[config.mk]
export PLATFORM = sky130hd
export DESIGN_NAME = mini_cpu_ctrl_flat
export DESIGN_NICKNAME = d
export VERILOG_FILES = /design/src/rtl/mini_cpu_pkg.sv /design/src/rtl/mini_cpu_if.sv /design/src/rtl/mini_cpu_instr_decode.sv /design/src/rtl/mini_cpu_ctrl.sv /design/src/flat_wrapper.sv
export SDC_FILE = /design/constraint.sdc
export NUM_CORES = 1
export LEC_CHECK = 0
export CORE_MARGIN = 2
export CORE_UTILIZATION = 43
export DETAILED_ROUTE_END_ITERATION = 8
export MAX_ROUTING_LAYER = met4
export PLACE_DENSITY = 0.81
export SYNTH_ARGS = -nofsm -noshare
export SYNTH_HDL_FRONTEND = slang
export SYNTH_SLANG_ARGS = --single-unit
export TNS_END_PERCENT = 5
[constraint.sdc]
create_clock -name clk -period 2.4 [get_ports clk]
set_input_delay 0.24 -clock clk [delete_from_list [all_inputs] [get_ports clk]]
set_output_delay 0.24 -clock clk [all_outputs]
set_load 0.02 [all_outputs]
[src/rtl/mini_cpu_pkg.sv]
// Shared definitions for the Mini-CPU controller: opcodes, FSM states, instruction layout.
// Instruction word: [17:15] opcode, [14:11] dest, [10:7] addr1, [6] sinalImm, [5:0] Imm/addr2.
package mini_cpu_pkg;

  localparam int INSTR_W = 18;

  localparam logic [2:0] OP_LOAD    = 3'b000;
  localparam logic [2:0] OP_DISPLAY = 3'b111;

  localparam int OPC_HI  = 17;
  localparam int OPC_LO  = 15;
  localparam int DEST_HI = 14;
  localparam int DEST_LO = 11;
  localparam int A1_HI   = 10;
  localparam int A1_LO   = 7;
  localparam int SIMM_B  = 6;
  localparam int IMM_HI  = 5;
  localparam int IMM_LO  = 0;

  typedef enum logic [2:0] {
    ST_IDLE   = 3'd0,
    ST_DECODE = 3'd1,
    ST_EXEC   = 3'd2,
    ST_WB     = 3'd3,
    ST_DONE   = 3'd4
  } state_t;

  typedef struct packed {
    logic [2:0] opcode;
    logic [3:0] dest;
    logic [3:0] addr1;
    logic       sinal_imm;
    logic [5:0] imm;
    logic       is_load;
    logic       is_display;
  } fields_t;

  // Callers size-cast the result down to their data width.
  function automatic int sext_imm(input logic [5:0] imm);
    return int'($signed(imm));
  endfunction

endpackage

[src/rtl/mini_cpu_if.sv]
// Controller <-> instruction source / register bank signal bundle.
// master = controller side, slave = source/bank side.
interface mini_cpu_if #(
  parameter int DATA_W = 16
);
  logic [17:0]       instr;
  logic              instr_valid;
  logic              instr_ready;
  logic [DATA_W-1:0] qF;
  logic [DATA_W-1:0] q1;
  logic [2:0]        opcode;
  logic [3:0]        addr1;
  logic [3:0]        addr2;
  logic [3:0]        dest;
  logic              sinalImm;
  logic [5:0]        Imm;
  logic [DATA_W-1:0] data;
  logic              we;
  logic              done;
  logic [DATA_W-1:0] disp_val;

  modport master (
    input  instr, instr_valid, qF, q1,
    output instr_ready, opcode, addr1, addr2, dest, sinalImm, Imm, data, we, done, disp_val
  );

  modport slave (
    output instr, instr_valid, qF, q1,
    input  instr_ready, opcode, addr1, addr2, dest, sinalImm, Imm, data, we, done, disp_val
  );
endinterface

[src/rtl/mini_cpu_instr_decode.sv]
// Combinational split of an instruction word into bank fields plus LOAD/DISPLAY flags.
// LOAD always selects the immediate, so sinal_imm is forced high for it here.
module mini_cpu_instr_decode
  import mini_cpu_pkg::*;
(
  input  logic [INSTR_W-1:0] instr,
  output fields_t            fields
);

  always_comb begin
    fields            = '0;
    fields.opcode     = instr[OPC_HI:OPC_LO];
    fields.dest       = instr[DEST_HI:DEST_LO];
    fields.addr1      = instr[A1_HI:A1_LO];
    fields.imm        = instr[IMM_HI:IMM_LO];
    fields.is_load    = (instr[OPC_HI:OPC_LO] == OP_LOAD);
    fields.is_display = (instr[OPC_HI:OPC_LO] == OP_DISPLAY);
    fields.sinal_imm  = instr[SIMM_B] | fields.is_load;
  end

endmodule

[src/rtl/mini_cpu_ctrl.sv]
// Mini-CPU sequencer: IDLE->DECODE->EXEC(EXEC_CYCLES)->WB->DONE, drives register bank ports.
// Optional MINI_CPU_RETIRE_CNT_EN adds a 16-bit retired-instruction counter output.
module mini_cpu_ctrl
  import mini_cpu_pkg::*;
#(
  parameter int EXEC_CYCLES = 2,
  parameter int DATA_W      = 16
) (
  input  logic       clk,
  input  logic       rst,
  mini_cpu_if.master bus
`ifdef MINI_CPU_RETIRE_CNT_EN
  ,
  output logic [15:0] retired_cnt
`endif
);

  state_t            state;
  state_t            state_nxt;
  fields_t           dec;
  fields_t           cur;
  logic [3:0]        exec_cnt;
  logic [DATA_W-1:0] data_q;
  logic [DATA_W-1:0] disp_q;
  logic              accept;
  logic              exec_last;

  mini_cpu_instr_decode u_decode (
    .instr  (bus.instr),
    .fields (dec)
  );

  assign accept    = bus.instr_valid && bus.instr_ready;
  assign exec_last = (state == ST_EXEC) && (exec_cnt == 4'd0);

  always_ff @(posedge clk or posedge rst) begin
    if (rst) state <= ST_IDLE;
    else     state <= state_nxt;
  end

  always_comb begin
    state_nxt = state;
    case (state)
      ST_IDLE:   if (accept) state_nxt = ST_DECODE;
      ST_DECODE: state_nxt = ST_EXEC;
      ST_EXEC:   if (exec_cnt == 4'd0) state_nxt = ST_WB;
      ST_WB:     state_nxt = ST_DONE;
      ST_DONE:   state_nxt = ST_IDLE;
      default:   state_nxt = ST_IDLE;
    endcase
  end

  always_ff @(posedge clk or posedge rst) begin
    if (rst) begin
      cur      <= '0;
      exec_cnt <= '0;
      data_q   <= '0;
      disp_q   <= '0;
    end else begin
      if (accept) cur <= dec;
      if (state == ST_DECODE)    exec_cnt <= 4'(EXEC_CYCLES - 1);
      else if (state == ST_EXEC) exec_cnt <= exec_cnt - 4'd1;
      // qF is taken on the edge leaving EXEC, so dest==addr reads the pre-write value.
      if (exec_last) data_q <= cur.is_load ? DATA_W'(sext_imm(cur.imm)) : bus.qF;
      if (state == ST_WB && cur.is_display) disp_q <= bus.q1;
    end
  end

  // Strobes decode straight from state so an async reset kills them in the same cycle.
  assign bus.instr_ready = (state == ST_IDLE) && !rst;
  assign bus.we          = (state == ST_WB) && !cur.is_display;
  assign bus.done        = (state == ST_DONE);
  assign bus.opcode      = cur.opcode;
  assign bus.addr1       = cur.addr1;
  assign bus.addr2       = cur.imm[5:2];
  assign bus.dest        = cur.dest;
  assign bus.sinalImm    = cur.sinal_imm;
  assign bus.Imm         = cur.imm;
  assign bus.data        = data_q;
  assign bus.disp_val    = disp_q;

`ifdef MINI_CPU_RETIRE_CNT_EN
  always_ff @(posedge clk or posedge rst) begin
    if (rst)                 retired_cnt <= '0;
    else if (state == ST_DONE) retired_cnt <= retired_cnt + 16'd1;
  end
`endif

endmodule

[src/flat_wrapper.sv]
// flat-port wrapper written by rule: the top's interface ports become plain ports
module mini_cpu_ctrl_flat import mini_cpu_pkg::*;
#(
  parameter int EXEC_CYCLES = 2,
  parameter int DATA_W      = 16
)
  (clk, rst, bus_instr, bus_instr_valid, bus_qF, bus_q1, bus_instr_ready, bus_opcode, bus_addr1, bus_addr2, bus_dest, bus_sinalImm, bus_Imm, bus_data, bus_we, bus_done, bus_disp_val);
  mini_cpu_if #(.DATA_W(DATA_W)) bus_i ();
  input  logic clk;
  input  logic rst;
  input wire logic [$bits(bus_i.instr)-1:0] bus_instr;
  input wire logic [$bits(bus_i.instr_valid)-1:0] bus_instr_valid;
  input wire logic [$bits(bus_i.qF)-1:0] bus_qF;
  input wire logic [$bits(bus_i.q1)-1:0] bus_q1;
  output wire logic [$bits(bus_i.instr_ready)-1:0] bus_instr_ready;
  output wire logic [$bits(bus_i.opcode)-1:0] bus_opcode;
  output wire logic [$bits(bus_i.addr1)-1:0] bus_addr1;
  output wire logic [$bits(bus_i.addr2)-1:0] bus_addr2;
  output wire logic [$bits(bus_i.dest)-1:0] bus_dest;
  output wire logic [$bits(bus_i.sinalImm)-1:0] bus_sinalImm;
  output wire logic [$bits(bus_i.Imm)-1:0] bus_Imm;
  output wire logic [$bits(bus_i.data)-1:0] bus_data;
  output wire logic [$bits(bus_i.we)-1:0] bus_we;
  output wire logic [$bits(bus_i.done)-1:0] bus_done;
  output wire logic [$bits(bus_i.disp_val)-1:0] bus_disp_val;
  assign bus_i.instr = bus_instr;
  assign bus_i.instr_valid = bus_instr_valid;
  assign bus_i.qF = bus_qF;
  assign bus_i.q1 = bus_q1;
  assign bus_instr_ready = bus_i.instr_ready;
  assign bus_opcode = bus_i.opcode;
  assign bus_addr1 = bus_i.addr1;
  assign bus_addr2 = bus_i.addr2;
  assign bus_dest = bus_i.dest;
  assign bus_sinalImm = bus_i.sinalImm;
  assign bus_Imm = bus_i.Imm;
  assign bus_data = bus_i.data;
  assign bus_we = bus_i.we;
  assign bus_done = bus_i.done;
  assign bus_disp_val = bus_i.disp_val;
  mini_cpu_ctrl #(.EXEC_CYCLES(EXEC_CYCLES), .DATA_W(DATA_W)) u_core (.clk(clk), .rst(rst), .bus(bus_i));
endmodule
==> metrics.txt <==
R2R cell count 3; Worst slew margin between 40% and 50%; fin crit share 94.22%; CTS max path bufs 2; syn avg cell area around 12 um^2; Final Hold Fails 0; Data arrival, critical path ~2.0 ns; CTS Root Cell clkbuf_8; Critical Path Start Type flip-flop; status finished, final reports clean; Reg clk slew, reported paths 0.06 ns; post-synthesis instance total around 220; 1st-iter DRT viols approximately 120; # rows 28; Setup Skew 0.004854 ns; grt ovf 0; CP bufs+invs 1; most frequent cells in the layout 109 x clkdlybuf4s50_1, 59 x dfrtp_1, 35 x mux2_2; Async SR Flop Fraction 100.0%; WL/cell ~15 um; layout cells sized above 1 between 10% and 20%; Max Freq between 400 and 500 MHz; worst slew pin tran approximately 0.76 ns; # clock sinks between 50 and 60; Synth area leaders dfrtp_1 56%, mux2_2 15%, buf_4 6.0%; first-pass GRT wire length between 9 and 10 mm; Ant. Diodes 0; CP max stage cell clkdlybuf4s50_1; P per Cell Area 1379 nW/um^2; chip width around 82 um; dominant cell type by area after synthesis dfrtp_1; Layout Nets 362; Synth Warn # 0; setup_tns 0 ns; Port Buf Inserts approximately 110; Hold Path Class in2async; worst r2r src u_core.state[1]; core area about 5900 um^2; largest net degree at the start of global routing 44; LEAKAGE 1.570 nW; CTS H-Tree Depth 3; area share of the largest cell type after synthesis a little under three fifths; EDFF count, synth 0; Resized cells post-CTS 0; unrepaired setup endpoints after global routing false; CTS tree built; initial antenna violation count 0; CP endpoint kind primary output; Post-synth top flop dfrtp_1; distinct cell type count after synthesis 34; Final GP Congestion roughly 0.73; cts hold-fix bufs 0; Pins Over Slew Limit 0; total track usage between 10% and 20%; number of global-route vias before repair roughly 2000; commonest non-fill, non-tap cell in the layout clkdlybuf4s50_1; starting density of the core 44.29%; CP cell instances nor4_2 -> clkdlybuf4s50_1; I/O Pins 110; worst flop-to-flop path endpoint u_core.bus.disp_val[6]; Finish-stage setup viols 0; Die Ht around 82 um; Layout area overhead 44.32%; hold slack between 0.2 and 0.3 ns; via-per-instance ratio 5.088; area of the mapped netlist 2623 um^2; Synth Register Bits between 50 and 60; r2r setup slk about 0.47 ns; worst skew pair latency approximately 0.33 ns; Final HPWL DP ~4.4 mm; First-pass DRT Iterations 4; DRC 0; critical path class reg2out; clock period minus worst slack 2.261 ns; max incr delay on CP 0.68 ns; postcts setup bufs 0; worst-path fanout max 14; total die area around 6700 um^2; sequential element share of the synthesized area about 56%; Mapped Nets 273; DRT antenna net count 0; Num CTS Buffers 9; CP required about 2.2 ns; cell family with most CP delay buffers and inverters; Worst VDD drop 0.7653 mV; DR vias 1969; Max Cap Viol 0; routed wire length roughly 5.9 mm
final cells by class:
| class | count | area (um^2) |
|---|---|---|
| Sequential cell | 59 | 1476 |
| Clock buffer | 12 | 145.1 |
| Inverter | 5 | 18.77 |
| Clock inverter | 3 | 15.01 |
| Multi-Input combinational cell | 120 | 902.1 |
| Tap cell | 75 | 93.84 |
| Timing Repair Buffer | 113 | 1134 |
| Fill cell | 474 | 2136 |
per-stage QoR:
step / std cells / util (%) / setup WS, ns / total power, mW / instance area, um^2
2_1_floorplan: 219 / - / 0.5579 / 3.487 / 2623
3_3_place_gp: 372 / 61.22 / 0.4963 / 4.417 / 3625
3_5_place_dp: 372 / 61.22 / 0.4673 / 4.517 / 3625
4_1_cts: 387 / 63.93 / 0.1151 / 5.280 / 3785
5_1_grt: 387 / 63.93 / 0.03330 / 5.572 / 3785
6_report: 387 / 63.93 / 0.1387 / 5.220 / 3785
worst max-delay path by stage:
stage                                from                end  cells past startpoint
after floorplan           u_core.state[2]  u_core.bus.Imm[0]                      5
after global placement                rst    bus_instr_ready                      3
after detailed placement              rst    bus_instr_ready                      3
after CTS                 u_core.state[0]    bus_instr_ready                      2
after global routing      u_core.state[1]             bus_we                      4
final                     u_core.state[0]    bus_instr_ready                      2
power by group:
part / leakage [nW] / internal [mW] / switching [mW]
Combinational: 0.777 / 1.37 / 1.25
Clock: 0.0860 / 0.392 / 0.360
Sequential: 0.707 / 1.49 / 0.358
registers in the layout, indices dropped and copies added, names as in the netlist:
signal,cells
u_core.bus.Imm,6
u_core.bus.addr1,4
u_core.bus.data,16
u_core.bus.dest,4
u_core.bus.disp_val,16
u_core.bus.opcode,3
u_core.bus.sinalImm,1
u_core.cur,2
u_core.exec_cnt,4
u_core.state,3
layer usage:
metal	GRT usage [%]	up-vias	part of all wire (%)
met2	30.89	93	48
li1	-	926	-
met4	9.500	0	1.8
met3	6.304	9	9.1
met5	-	-	0
met1	21.01	941	41
cells by family after synthesis:
kind of cell | synth area share, %
AO/OA/AOI/OAI | 11.31
XOR/XNOR | 0.3340
adder cells (fa/ha/maj) | 0.4770
buffers and inverters | 9.304
flip-flops | 56.30
multiplexers | 16.94
AND/OR/NAND/NOR | 5.343
Yosys cell counts, types with 2 or more instances:
library cell	count
clkbuf_1	7
nor2_1	2
buf_4	21
nor3b_1	2
and3_1	2
and2_1	2
nand2_1	3
dfrtp_1	59
inv_1	5
mux2i_1	5
o21ai_0	20
buf_2	6
a21oi_1	16
o21ai_1	14
nor2b_1	2
mux2_2	35
No activity file was read; power rests on OpenSTA's default activity.
